===== config.mk =====
export PLATFORM = sky130hd
export DESIGN_NAME = wb_trace_buffer
export DESIGN_NICKNAME = d
export VERILOG_FILES = /design/src/rtl/wb_trace_buffer_pkg.sv /design/src/rtl/wb_trace_buffer_sync_fifo.sv /design/src/rtl/wb_trace_buffer.sv
export SDC_FILE = /design/constraint.sdc
export NUM_CORES = 1
export LEC_CHECK = 0
export ABC_AREA = 0
export CORE_ASPECT_RATIO = 1.2
export CORE_MARGIN = 2
export CORE_UTILIZATION = 45
export DETAILED_ROUTE_END_ITERATION = 16
export SLEW_MARGIN = 20
export SYNTH_ARGS = -nofsm -noshare
export SYNTH_HDL_FRONTEND = slang
export SYNTH_HIERARCHICAL = 1
export SYNTH_SLANG_ARGS = --single-unit

===== constraint.sdc =====
create_clock -name clk -period 7.75 [get_ports clk]
set_input_delay 1.55 -clock clk [delete_from_list [all_inputs] [get_ports clk]]
set_output_delay 1.55 -clock clk [all_outputs]
set_load 0.005 [all_outputs]

===== src/rtl/wb_trace_buffer_pkg.sv =====
// Shared widths for the writeback trace buffer and anything that unpacks its entries.
package wb_trace_buffer_pkg;

    function automatic int entryWidth(input int dataW, input int seqW);
        return 2 * dataW + seqW;
    endfunction

    localparam int TRACE_DEPTH   = 16;
    localparam int TRACE_DATA_W  = 32;
    localparam int TRACE_SEQ_W   = 16;
    localparam int TRACE_ENTRY_W = entryWidth(TRACE_DATA_W, TRACE_SEQ_W);

endpackage


===== src/rtl/wb_trace_buffer_sync_fifo.sv =====
// Generic show-ahead FIFO: DEPTH x WIDTH storage, wrap-bit pointers, occupancy count.
module sync_fifo
    import wb_trace_buffer_pkg::*;
#(
    parameter int DEPTH = TRACE_DEPTH,
    parameter int WIDTH = TRACE_ENTRY_W
) (
    input  logic                     clk,
    input  logic                     rst,
    input  logic                     push,
    input  logic                     pop,
    input  logic [WIDTH-1:0]         wrData,
    output logic [WIDTH-1:0]         rdData,
    output logic                     full,
    output logic                     empty,
    output logic [$clog2(DEPTH):0]   count
);

    localparam int AW = $clog2(DEPTH);

    logic [AW:0]      wPtr;
    logic [AW:0]      rPtr;
    logic [WIDTH-1:0] mem [DEPTH];
    logic             doPush;
    logic             doPop;

    assign empty  = (wPtr == rPtr);
    assign full   = (wPtr[AW] != rPtr[AW]) && (wPtr[AW-1:0] == rPtr[AW-1:0]);
    assign count  = wPtr - rPtr;

    // A pop frees the slot in the same edge, so a full FIFO still takes a push.
    assign doPop  = pop && !empty;
    assign doPush = push && (!full || doPop);

    always_ff @(posedge clk or posedge rst) begin
        if (rst) begin
            wPtr <= '0;
            rPtr <= '0;
        end else begin
            if (doPush) wPtr <= wPtr + 1'b1;
            if (doPop)  rPtr <= rPtr + 1'b1;
        end
    end

    always_ff @(posedge clk) begin
        if (doPush) mem[wPtr[AW-1:0]] <= wrData;
    end

    assign rdData = mem[rPtr[AW-1:0]];

endmodule


===== src/rtl/wb_trace_buffer.sv =====
// Captures every writeback commit {pc, data, seq} into a FIFO and drains it over valid/ready.
module wb_trace_buffer
    import wb_trace_buffer_pkg::*;
#(
    parameter int DEPTH  = TRACE_DEPTH,
    parameter int DATA_W = TRACE_DATA_W,
    parameter int SEQ_W  = TRACE_SEQ_W
) (
    input  logic                   clk,
    input  logic                   rst,
    input  logic                   wb_valid,
    input  logic [DATA_W-1:0]      wb_pc,
    input  logic [DATA_W-1:0]      wb_data,
    input  logic                   clear_ovf,
    input  logic                   rd_ready,
    output logic                   rd_valid,
    output logic [DATA_W-1:0]      rd_pc,
    output logic [DATA_W-1:0]      rd_data,
    output logic [SEQ_W-1:0]       rd_seq,
    output logic [$clog2(DEPTH):0] count,
    output logic                   overflow,
    output logic [SEQ_W-1:0]       drop_cnt
);

    localparam int ENTRY_W = entryWidth(DATA_W, SEQ_W);

    logic [SEQ_W-1:0]   seqCnt;
    logic [ENTRY_W-1:0] wrEntry;
    logic [ENTRY_W-1:0] headEntry;
    logic               fifoFull;
    logic               fifoEmpty;
    logic               popReq;
    logic               dropNow;

    function automatic logic [SEQ_W-1:0] satInc(input logic [SEQ_W-1:0] v);
        return (&v) ? v : v + 1'b1;
    endfunction

    assign wrEntry  = {wb_pc, wb_data, seqCnt};
    assign rd_valid = !fifoEmpty;
    assign popReq   = rd_valid && rd_ready;
    assign dropNow  = wb_valid && fifoFull && !popReq;

    sync_fifo #(
        .DEPTH (DEPTH),
        .WIDTH (ENTRY_W)
    ) fifo (
        .clk    (clk),
        .rst    (rst),
        .push   (wb_valid),
        .pop    (rd_ready),
        .wrData (wrEntry),
        .rdData (headEntry),
        .full   (fifoFull),
        .empty  (fifoEmpty),
        .count  (count)
    );

    // Storage is never reset, so the head is masked whenever nothing valid is held.
    assign rd_pc   = rd_valid ? headEntry[ENTRY_W-1 -: DATA_W] : '0;
    assign rd_data = rd_valid ? headEntry[SEQ_W +: DATA_W]     : '0;
    assign rd_seq  = rd_valid ? headEntry[SEQ_W-1:0]           : '0;

    always_ff @(posedge clk or posedge rst) begin
        if (rst) begin
            seqCnt   <= '0;
            overflow <= 1'b0;
            drop_cnt <= '0;
        end else begin
            if (wb_valid) seqCnt <= seqCnt + 1'b1;
            // A drop coinciding with a clear must stay visible.
            if (dropNow) begin
                overflow <= 1'b1;
                drop_cnt <= clear_ovf ? SEQ_W'(1) : satInc(drop_cnt);
            end else if (clear_ovf) begin
                overflow <= 1'b0;
                drop_cnt <= '0;
            end
        end
    end

endmodule

==> metrics.log <==
INFO  metric timing_worst_slew_pin_value = about 1200 ps
INFO  metric place.port_buffers = 171
INFO  metric netlist_area = about 52000 µm²
INFO  metric synth_enable_flop_cells = around 1300
INFO  metric post_synth_main_area_contributors = sky130_fd_sc_hd__edfxtp_1 75%, sky130_fd_sc_hd__mux4_2 10%, sky130_fd_sc_hd__mux2i_1 4.7%
INFO  metric chipHeight = between 300 and 400 µm
INFO  metric first_global_vias = 26400
INFO  metric die-area = about 120000 µm²
INFO  metric grt-ovfl-total = 0
INFO  metric layout.cells.most_common = sky130_fd_sc_hd__edfxtp_1
INFO  metric final_critical_path_setup_slack = 1670 ps
INFO  metric post_cts_buffers = 0
INFO  metric hp-start = fifo/rPtr[4]$_DFFE_PP0P_
INFO  metric timing.fmax = roughly 160 MHz
INFO  metric hpwlAfterDp = 59900 µm
INFO  metric timing.reg2reg.setup_slack = around 3500 ps
INFO  metric rr_endpoint = fifo/mem[11][58]$_DFFE_PP_
INFO  metric worst-r2r-cell-count = 7
INFO  metric routed_wirelength = 123000 µm
INFO  metric final_max_slew_viol_count = 0
INFO  metric global_route_usage_over_all_layers = 21.1%
INFO  metric layoutNonFillerInstCount = ~4300
INFO  metric critical_path_required = approximately 6200 ps
INFO  metric synth_sequential_area_ratio = 76.7%
INFO  metric placementRows = 136
INFO  metric critPathLaunchType = register
INFO  metric numPlacedInstances = 4058
INFO  metric residual_antenna_violating_net_count_after_detailed_routing = 0
INFO  metric fin_nets = 2753
INFO  metric postSynthRegisterBits = ~1300
INFO  metric hp-class = reg2reg
INFO  metric layout_common_cells = 1280 x sky130_fd_sc_hd__edfxtp_1, 240 x sky130_fd_sc_hd__mux2i_1, 240 x sky130_fd_sc_hd__mux4_2
INFO  metric vias_per_cell = between 5 and 6
INFO  metric grt_start_max_net_pins = ~140
INFO  metric p_leak = 19.0 nW
INFO  metric drt-wirelength-per-cell = roughly 29 µm
INFO  metric timing.final.setup_violations = 0
INFO  metric drt_first_iter_violations = between 2000 and 2500
INFO  metric number_of_maximum_capacitance_constraint_violations = 0
INFO  metric core-area = about 110000 µm²
INFO  metric clkTransAtPathRegs = approximately 60 ps
INFO  metric setup_repair_after_global_routing_missed_its_margin = false
INFO  metric cts.root.buffer_cell = sky130_fd_sc_hd__clkbuf_16
INFO  metric clock_latency = 750 ps
INFO  metric power_density = between 300 and 400 nW/µm²
INFO  metric routed-via-count = about 25000
INFO  metric crit_path_max_incr_delay = roughly 770 ps
INFO  metric synth_largest_type_area_fraction = about three quarters
INFO  metric yosys.area.top_type = sky130_fd_sc_hd__edfxtp_1
INFO  metric tritoncts = yes
INFO  metric cp.buffers_inverters = 3
INFO  metric layout-drive-gt1-share = between 10% and 20%
INFO  metric crit_family = buffers and inverters
INFO  metric synthToLayoutAreaGrowth = 15.0%
INFO  metric timing.critical_path.to_type = output port
INFO  metric synth.distinct_cells = 51
INFO  metric maxSlewHeadroom = between 20% and 30%
INFO  metric post-route-period-util = ~78%
INFO  metric detail_route.first_pass.iterations = 6
INFO  metric worstPathCellList = buf_12 > buf_4 > mux4_2 > a32oi_1 > o21ai_1 > nor2b_1 > clkdlybuf4s50_1
INFO  metric async_reset_ff_share = approximately 3.3%
INFO  metric crit_fanout = between 90 and 100
INFO  metric post_cts_hold_buffer_count = 0
INFO  metric first_pass_grt_wire_length = about 180000 µm
INFO  metric vdd_ir_drop_max = 0.387 mV
INFO  metric timing.setup.tns = 0 ps
INFO  metric io_pins = about 170
INFO  metric h-tree-depth = 4
INFO  metric synthFlopType = sky130_fd_sc_hd__edfxtp_1
INFO  metric final_hold_viol_count = 0
INFO  metric reg2reg_from = fifo/rPtr[2]$_DFFE_PP0P_
INFO  metric maximum_count_of_clock_buffers_along_a_single_path = 3
INFO  metric antenna_found_initial = 12
INFO  metric finalWeightedCongestion = between 0.7 and 0.8
INFO  metric hold-path-cell-count = 1
INFO  metric clkSinkCount = approximately 1300
INFO  metric synthesis.area_per_instance = around 21 µm²
INFO  metric dp_slack = approximately 2300 ps
INFO  metric drc_errors = 0
INFO  metric syn-instance-count = roughly 2500
INFO  metric post_cts.resized_instances = 0
INFO  metric yosysWarnings = 6
INFO  metric finClkSkew = between 20 and 25 ps
INFO  metric worst-endpoint-arrival = around 4500 ps
INFO  metric syn_nets = roughly 2500
INFO  metric worst_hold_slack = ~500 ps
INFO  metric start_util = 45.2%
INFO  metric critical_path_class = reg2out
INFO  metric hold-path-endpoint = fifo/rPtr[4]$_DFFE_PP0P_
INFO  metric min_period = between 6000 and 7000 ps
INFO  metric worst_path_max_delay_cell = sky130_fd_sc_hd__dfrtp_4
INFO  metric numCtsBuffers = between 100 and 150
INFO  metric die_w = between 300 and 400 µm
INFO  metric result_of_the_run = complete, no violations
cell type report:
cell class	count	area, µm²
flip-flops and latches	1323	39500
clock buffers	176	3620
inverters	13	61.3
fillers	9013	54700
clock inverters	51	479
multi-input cells	981	11400
repair buffers	223	2270
well taps	1518	1900
diodes	3	7.51
worst register-to-register path: cells and delay by family (launching register included):
kind	cells	cell delay [ps]
simple gates	3	1370
compound gates	1	320
fa+ha+maj	1	410
flops	1	530
buf+inv	2	1190
flip-flops by register name, indices dropped and copies added, names as in the netlist:
register   flops
drop_cnt      16
fifo/wPtr      5
fifo/rPtr      5
fifo/mem    1280
seqCnt        16
overflow       1
power by group:
| part | total [mW] | switching (mW) | internal (mW) | leakage, nW |
|---|---|---|---|---|
| Sequential | 9.01 | 0.341 | 8.67 | 12.2 |
| Combinational | 7.34 | 3.97 | 3.38 | 4.86 |
| Clock | 6.09 | 2.61 | 3.49 | 1.99 |
| Total | 22.4 | 6.91 | 15.5 | 19.0 |
synthesized netlist by cell type, types with 3 or more instances:
master / number
sky130_fd_sc_hd__ha_1: 11
sky130_fd_sc_hd__nor2_1: 18
sky130_fd_sc_hd__nand3_1: 12
sky130_fd_sc_hd__and3_1: 5
sky130_fd_sc_hd__buf_2: 36
sky130_fd_sc_hd__edfxtp_1: 1280
sky130_fd_sc_hd__o21ai_1: 81
sky130_fd_sc_hd__buf_6: 15
sky130_fd_sc_hd__a21oi_1: 5
sky130_fd_sc_hd__xnor2_1: 22
sky130_fd_sc_hd__mux4_2: 240
sky130_fd_sc_hd__xor2_1: 14
sky130_fd_sc_hd__nor2b_1: 81
sky130_fd_sc_hd__o21ai_0: 17
sky130_fd_sc_hd__a22oi_1: 80
sky130_fd_sc_hd__clkbuf_1: 62
sky130_fd_sc_hd__buf_1: 13
sky130_fd_sc_hd__nand2_1: 20
sky130_fd_sc_hd__mux2i_1: 240
sky130_fd_sc_hd__and4_1: 3
sky130_fd_sc_hd__o31ai_1: 3
sky130_fd_sc_hd__dfrtp_1: 43
sky130_fd_sc_hd__a32oi_1: 80
sky130_fd_sc_hd__buf_4: 12
sky130_fd_sc_hd__nor3_1: 8
sky130_fd_sc_hd__nand4_1: 11
sky130_fd_sc_hd__a21o_1: 3
sky130_fd_sc_hd__inv_1: 11
per-stage QoR:
step	area (µm²)	util [%]	total power, mW
after CTS	59300	52.0	22.7
final	59300	52.0	22.4
after detailed placement	55200	48.4	16.6
after global routing	59300	52.0	23.4
after floorplan	51600	-	13.5
after global placement	55100	48.3	16.5
per-layer routing:
layer	part of all wire, %	global-route usage (%)
met1	42	28.7
met2	50	35.0
met3	6.8	4.94
met4	1.6	4.49
met5	0.076	0
worst max-delay path by stage:
| stage | startpoint | end | cells past startpoint |
|---|---|---|---|
| after CTS | fifo/rPtr[0]$_DFFE_PP0P_ | rd_pc[26] | 7 |
| after detailed placement | fifo/rPtr[0]$_DFFE_PP0P_ | rd_pc[26] | 7 |
| after global routing | fifo/rPtr[0]$_DFFE_PP0P_ | rd_pc[21] | 7 |
| after floorplan | rd_ready | fifo/mem[7][0]$_DFFE_PP_ | 4 |
| after global placement | fifo/rPtr[0]$_DFFE_PP0P_ | rd_pc[26] | 7 |
| final | fifo/rPtr[0]$_DFFE_PP0P_ | rd_pc[24] | 7 |
cells by family after synthesis:
kind of cell | synth area share, %
DFF | 76.7
muxes | 15.2
AOI/OAI and AO/OA | 3.74
and+or+nand+nor | 2.01
buffers and inverters | 1.49
xor gates and xnor gates | 0.612
adders and majority gates | 0.306
No activity file was read; power rests on OpenSTA's default activity.
